**src/rtl/mem_bus_arbiter_pkg.sv**
```systemverilog
// Shared definitions for the memory bus arbiter: FSM state encoding and
// requester identifiers used for round-robin bookkeeping.
package mem_bus_arbiter_pkg;

    typedef enum logic [1:0] {
        ARB_IDLE    = 2'b00,
        ARB_GNT_I   = 2'b01,
        ARB_GNT_D   = 2'b10,
        ARB_RELEASE = 2'b11
    } arb_state_t;

    // Requester identifiers; REQ_D doubles as the reset value of last_grant.
    localparam logic REQ_D = 1'b0;
    localparam logic REQ_I = 1'b1;

endpackage

```
**src/rtl/mem_bus_arbiter_watchdog.sv**
```systemverilog
// Watchdog on memory acks for the bus arbiter. Counts consecutive cycles in
// which the granted owner strobes memory without an ack. The cycle that would
// bring the count to TIMEOUT_CYCLES raises o_expire, which forces the arbiter
// into RELEASE; the sticky o_err flag is only cleared by ctr_rst.
module mem_bus_arbiter_watchdog #(
    parameter int TIMEOUT_CYCLES = 255,
    parameter int TO_W           = 8
) (
    input  logic clk,
    input  logic ctr_rst,
    input  logic i_active,
    input  logic i_ack,
    input  logic i_clear,
    output logic o_expire,
    output logic o_err
);

    localparam logic [TO_W-1:0] LAST_COUNT = TO_W'(TIMEOUT_CYCLES - 1);

    logic [TO_W-1:0] r_toCnt;
    logic            r_err;

    assign o_expire = i_active & ~i_ack & ~i_clear & (r_toCnt == LAST_COUNT);
    assign o_err    = r_err;

    // Count un-acked strobe cycles; any ack, leaving the grant states, or an expiry restarts the count.
    always_ff @(posedge clk or posedge ctr_rst) begin
        if (ctr_rst) begin
            r_toCnt <= '0;
        end else if (i_clear || i_ack || o_expire) begin
            r_toCnt <= '0;
        end else if (i_active) begin
            r_toCnt <= r_toCnt + 1'b1;
        end
    end

    // Latch the error flag on the first expiry and hold it until reset.
    always_ff @(posedge clk or posedge ctr_rst) begin
        if (ctr_rst) begin
            r_err <= 1'b0;
        end else if (o_expire) begin
            r_err <= 1'b1;
        end
    end

endmodule

```
**src/rtl/mem_bus_arbiter.sv**
```systemverilog
// Arbiter sharing one external memory port between the I-cache and D-cache
// miss controllers. The owner keeps the bus for as long as it holds its
// request; every hand-over passes through a RELEASE dead cycle and an IDLE
// cycle so memory always sees the strobes drop between owners.
// Optional build macro ARB_ROUND_ROBIN_EN: ties alternate between the sides
// instead of always favouring the D-side.
module mem_bus_arbiter
    import mem_bus_arbiter_pkg::*;
#(
    parameter int ADDR_W         = 32,
    parameter int WORD_SIZE      = 32,
    parameter int TIMEOUT_CYCLES = 255,
    parameter int TO_W           = 8
) (
    input  logic                 clk,
    input  logic                 ctr_rst,
    input  logic [ADDR_W-1:0]    i_addr,
    input  logic                 i_re,
    output logic [WORD_SIZE-1:0] i_rdata,
    output logic                 i_ack,
    input  logic [ADDR_W-1:0]    d_addr,
    input  logic                 d_re,
    input  logic                 d_wr,
    input  logic [WORD_SIZE-1:0] d_wdata,
    output logic [WORD_SIZE-1:0] d_rdata,
    output logic                 d_ack,
    output logic [ADDR_W-1:0]    mem_addr,
    output logic                 mem_re,
    output logic                 mem_wr,
    output logic [WORD_SIZE-1:0] mem_wdata,
    input  logic [WORD_SIZE-1:0] mem_rdata,
    input  logic                 mem_ack,
    output logic                 grant_i,
    output logic                 grant_d,
    output logic                 timeout_err
);

    arb_state_t r_state;
    logic       r_grantI;
    logic       r_grantD;

    logic w_reqI;
    logic w_reqD;
    logic w_tieWinner;
    logic w_inGrant;
    logic w_wdActive;
    logic w_expire;

    assign w_reqI = i_re;
    assign w_reqD = d_re | d_wr;

`ifdef ARB_ROUND_ROBIN_EN
    logic r_lastGrant;
    assign w_tieWinner = (r_lastGrant == REQ_I) ? REQ_D : REQ_I;
`else
    assign w_tieWinner = REQ_D;
`endif

    assign w_inGrant  = (r_state == ARB_GNT_I) || (r_state == ARB_GNT_D);
    assign w_wdActive = w_inGrant & (mem_re | mem_wr);

    assign grant_i = r_grantI;
    assign grant_d = r_grantD;

    mem_bus_arbiter_watchdog #(
        .TIMEOUT_CYCLES (TIMEOUT_CYCLES),
        .TO_W           (TO_W)
    ) u_arb_watchdog (
        .clk      (clk),
        .ctr_rst  (ctr_rst),
        .i_active (w_wdActive),
        .i_ack    (mem_ack),
        .i_clear  (~w_inGrant),
        .o_expire (w_expire),
        .o_err    (timeout_err)
    );

    // Ownership FSM: pick a requester in IDLE, hold while it requests, then one dead cycle.
    always_ff @(posedge clk or posedge ctr_rst) begin
        if (ctr_rst) begin
            r_state  <= ARB_IDLE;
            r_grantI <= 1'b0;
            r_grantD <= 1'b0;
`ifdef ARB_ROUND_ROBIN_EN
            r_lastGrant <= REQ_D;
`endif
        end else begin
            case (r_state)
                ARB_IDLE: begin
                    if (w_reqI && (!w_reqD || (w_tieWinner == REQ_I))) begin
                        r_state  <= ARB_GNT_I;
                        r_grantI <= 1'b1;
`ifdef ARB_ROUND_ROBIN_EN
                        r_lastGrant <= REQ_I;
`endif
                    end else if (w_reqD) begin
                        r_state  <= ARB_GNT_D;
                        r_grantD <= 1'b1;
`ifdef ARB_ROUND_ROBIN_EN
                        r_lastGrant <= REQ_D;
`endif
                    end
                end
                ARB_GNT_I: begin
                    if (!w_reqI || w_expire) begin
                        r_state  <= ARB_RELEASE;
                        r_grantI <= 1'b0;
                    end
                end
                ARB_GNT_D: begin
                    if (!w_reqD || w_expire) begin
                        r_state  <= ARB_RELEASE;
                        r_grantD <= 1'b0;
                    end
                end
                default: begin
                    r_state  <= ARB_IDLE;
                    r_grantI <= 1'b0;
                    r_grantD <= 1'b0;
                end
            endcase
        end
    end

    // Route address, strobes, data and ack between memory and the current owner only.
    always_comb begin
        mem_addr  = '0;
        mem_re    = 1'b0;
        mem_wr    = 1'b0;
        mem_wdata = '0;
        i_ack     = 1'b0;
        i_rdata   = '0;
        d_ack     = 1'b0;
        d_rdata   = '0;
        case (r_state)
            ARB_GNT_I: begin
                mem_addr = i_addr;
                mem_re   = i_re;
                i_ack    = mem_ack;
                i_rdata  = mem_rdata;
            end
            ARB_GNT_D: begin
                mem_addr  = d_addr;
                mem_re    = d_re;
                mem_wr    = d_wr;
                mem_wdata = d_wdata;
                d_ack     = mem_ack;
                d_rdata   = mem_rdata;
            end
            default: begin
            end
        endcase
    end

endmodule

```
**config.mk**
```make
export PLATFORM = sky130hd
export DESIGN_NAME = mem_bus_arbiter
export DESIGN_NICKNAME = d
export VERILOG_FILES = /design/src/rtl/mem_bus_arbiter_pkg.sv /design/src/rtl/mem_bus_arbiter_watchdog.sv /design/src/rtl/mem_bus_arbiter.sv
export SDC_FILE = /design/constraint.sdc
export NUM_CORES = 1
export LEC_CHECK = 0
export CORE_AREA = 3 3 103 105
export CTS_CLUSTER_DIAMETER = 50
export DETAILED_ROUTE_END_ITERATION = 16
export DIE_AREA = 0 0 106 108
export PLACE_DENSITY = 0.67
export SYNTH_ARGS = -nofsm -noshare
export SYNTH_HDL_FRONTEND = slang
export SYNTH_SLANG_ARGS = --single-unit
```
**constraint.sdc**
```tcl
create_clock -name clk -period 2.65 [get_ports clk]
set_clock_uncertainty 0.05 [all_clocks]
set_input_delay 0.795 -clock clk [delete_from_list [all_inputs] [get_ports clk]]
set_output_delay 0.795 -clock clk [all_outputs]
set_load 0.05 [all_outputs]
```
==> results.txt <==
status: completed
port bufs: 268
Layout Area Growth over Synthesis: 237%
clk root buf: clkbuf_8
Worst-Margin Slew: 0.532 ns
global-route wire length before repair: 18000 um
Leakage: 2.65 nW
area leader, netlist: and2_1
uppermost layer routed: met4
vias in the first global route: 3176
Clock Latency Late Sink: 0.24 ns
core region area: 9730 um2
Slowest cell on crit path: clkdlybuf4s50_1
num rows: 36
WS Path Type: in2out
largest net degree at the start of global routing: 63
layout cell share with drive strength beyond 1: 0.402
sequential area share after synthesis: 0.169
Finished Layout Cells: 665
Cell Area, Synth: 1930 um2
Worst EP arrival: 1.76 ns
final wirelength: 12100 um
crit-path max cell delay: 0.43 ns
worst hold path class: reg2reg
Worst Setup End Kind: primary output
VDD IR-drop max: 0.722 mV
DRT iter0 DRCs: 124
clock sink count: 13
relative slew slack: 0.644
PwrDens: 1320 nW/um2
Hold WS: 0.420 ns
Top FF cell, synth: dfrtp_1
DRC: 0
Max H-tree Level: 1
Worst setup SP type: primary input
initial antenna violation count: 0
met2 WL post-DR: 6130 um
hold-fix buffers at CTS: 0
Post-synth EDFFs: 0
Yosys reg bits: 13
Reg clk slew, reported paths: 0.06 ns
Post-DP HPWL: 10200 um
Async S/R FF share, synth: 1.00
Worst Path Max Fanout: 2
placed instance count: 656
Fmax: 384 MHz
Yosys cell types: 33
Initial Utilization: 0.198
cts bufs inserted: 3
Ant. Diodes: 0
GRT Total Usage: 0.200
grt ovf: 0
Syn Nets: 405
met1 WL: 4080 um
Syn Inst Count: 265
Final ANT Viol Nets: 0
post-layout instance area: 6490 um2
met3 wire len: 1480 um
DP Area: 6360 um2
post-route total power: 0.00860 W
Crit path required time: 1.81 ns
syn avg cell area: 7.27 um2
Slew Limit Fails: 0
Clock Tree Buf Depth: 2
Die Width: 106 um
CTS tree: done
Final Setup Violations: 0
DIE AREA: 11400 um2
IO Count: 269
Final nets: 673
top-area cell type share of the netlist area: 0.325
Critical Path, Cell by Cell: clkdlybuf4s50_1, a22o_1, and2_4, buf_12
per-cell routed wire length: 18.2 um
Detailed Routing Iterations Pass 1: 4
YS warnings: 0
Area contributors post-synth: and2_1, dfrtp_1, a22oi_1
final hold vios: 0
Post-synth top cells: and2_1, a22oi_1, nor2b_1, clkbuf_1, dfrtp_1
routed vias: 3052
Core Util, Final: 0.667
crit share post-route: 0.982
Die Y: 108 um
routability cong.: 0.892
final worst path period need: 2.60 ns
max_cap viols: 0
Vias/cell: 4.59
most numerous cell in the Yosys netlist: and2_1
RSZ-0062 raised after global routing: no
-- through the flow --
stage | worst slack (ns) | TNS [ns]
6_report | 0.0466 | 0
5_1_grt | 0.000165 | 0
4_1_cts | 0.0128 | 0
3_5_place_dp | -0.0189 | -0.0189
3_3_place_gp | -0.0118 | -0.0118
2_1_floorplan | -0.0124 | -0.0952
-- flip-flops by register name (all words and copies together), names as in the netlist --
register,cells
u_arb_watchdog.r_toCnt,8
grant_i,1
r_state,2
grant_d,1
u_arb_watchdog.o_err,1
-- cell usage in the layout (no fill, tap or decap), types with 4 or more instances in the layout --
cell               n
ha_1               4
inv_1              6
and2_1            79
buf_4             12
xor2_1             6
a22oi_1           32
dfrtp_1           12
nor2_1            11
clkdlybuf4s50_1  136
buf_12           136
nor2b_4           19
nor2b_2           13
and2_2            20
-- path summary, 6_finish.rpt --
check | start | endpoint | slack [ns] | cells after the start
max in group asynchronous | ctr_rst | r_state[0]$_DFFE_PP0P_ | 1.34 | 2
min reg2reg | u_arb_watchdog.o_err$_DFFE_PP0P_ | u_arb_watchdog.o_err$_DFFE_PP0P_ | 0.42 | 1
max | d_re | mem_re | 0.05 | 4
max reg2reg | r_state[0]$_DFFE_PP0P_ | r_state[1]$_DFFE_PP0P_ | 0.27 | 10
min | u_arb_watchdog.o_err$_DFFE_PP0P_ | u_arb_watchdog.o_err$_DFFE_PP0P_ | 0.42 | 1
min in group asynchronous | ctr_rst | grant_i$_DFFE_PP0P_ | 0.83 | 2
-- cell type report --
| class | count | area [um2] |
|---|---|---|
| fillers | 753 | 3240 |
| repair buffers | 286 | 4210 |
| flip-flops and latches | 13 | 327 |
| well taps | 133 | 166 |
| clock buffers | 4 | 45.0 |
| inverters | 6 | 22.5 |
| multi-input cells | 223 | 1720 |
-- per-layer routing --
| metal | up-vias | GRT usage |
|---|---|---|
| met5 | - | 0 |
| met4 | 0 | 0.0712 |
| met3 | 23 | 0.0931 |
| met2 | 205 | 0.370 |
| met1 | 1403 | 0.196 |
| li1 | 1421 | - |
-- worst max-delay path: cells and delay by family --
family	cells	cell delay [ns]
AO/OA/AOI/OAI	1	0.23
AND/OR/NAND/NOR	1	0.17
buffers and inverters	2	0.57
-- repair_timing --
action / CTS / global route
endpoints found under the setup margin: 27 / 32
gates resized for setup: 2 / 4
setup buffers: 0 / 4
pin swaps: 0 / 1
gates cloned: 0 / 1
-- cells by family after synthesis --
logic type,Yosys count,synth area share
XOR/XNOR,7,0.0318
adder cells (fa/ha/maj),6,0.0390
multiplexers,2,0.0117
AND/OR/NAND/NOR,162,0.516
buffers and inverters,29,0.0571
flip-flops,13,0.169
AO/OA/AOI/OAI,46,0.176
-- report_power, final --
part / leakage, nW / total, W / switching [W] / internal, W
clock: 0.0228 / 0.000175 / 0.0000691 / 0.000106
combinational: 2.46 / 0.00814 / 0.00427 / 0.00387
sequential: 0.174 / 0.000286 / 0.0000457 / 0.000240
(Power assumes the default switching activity.)
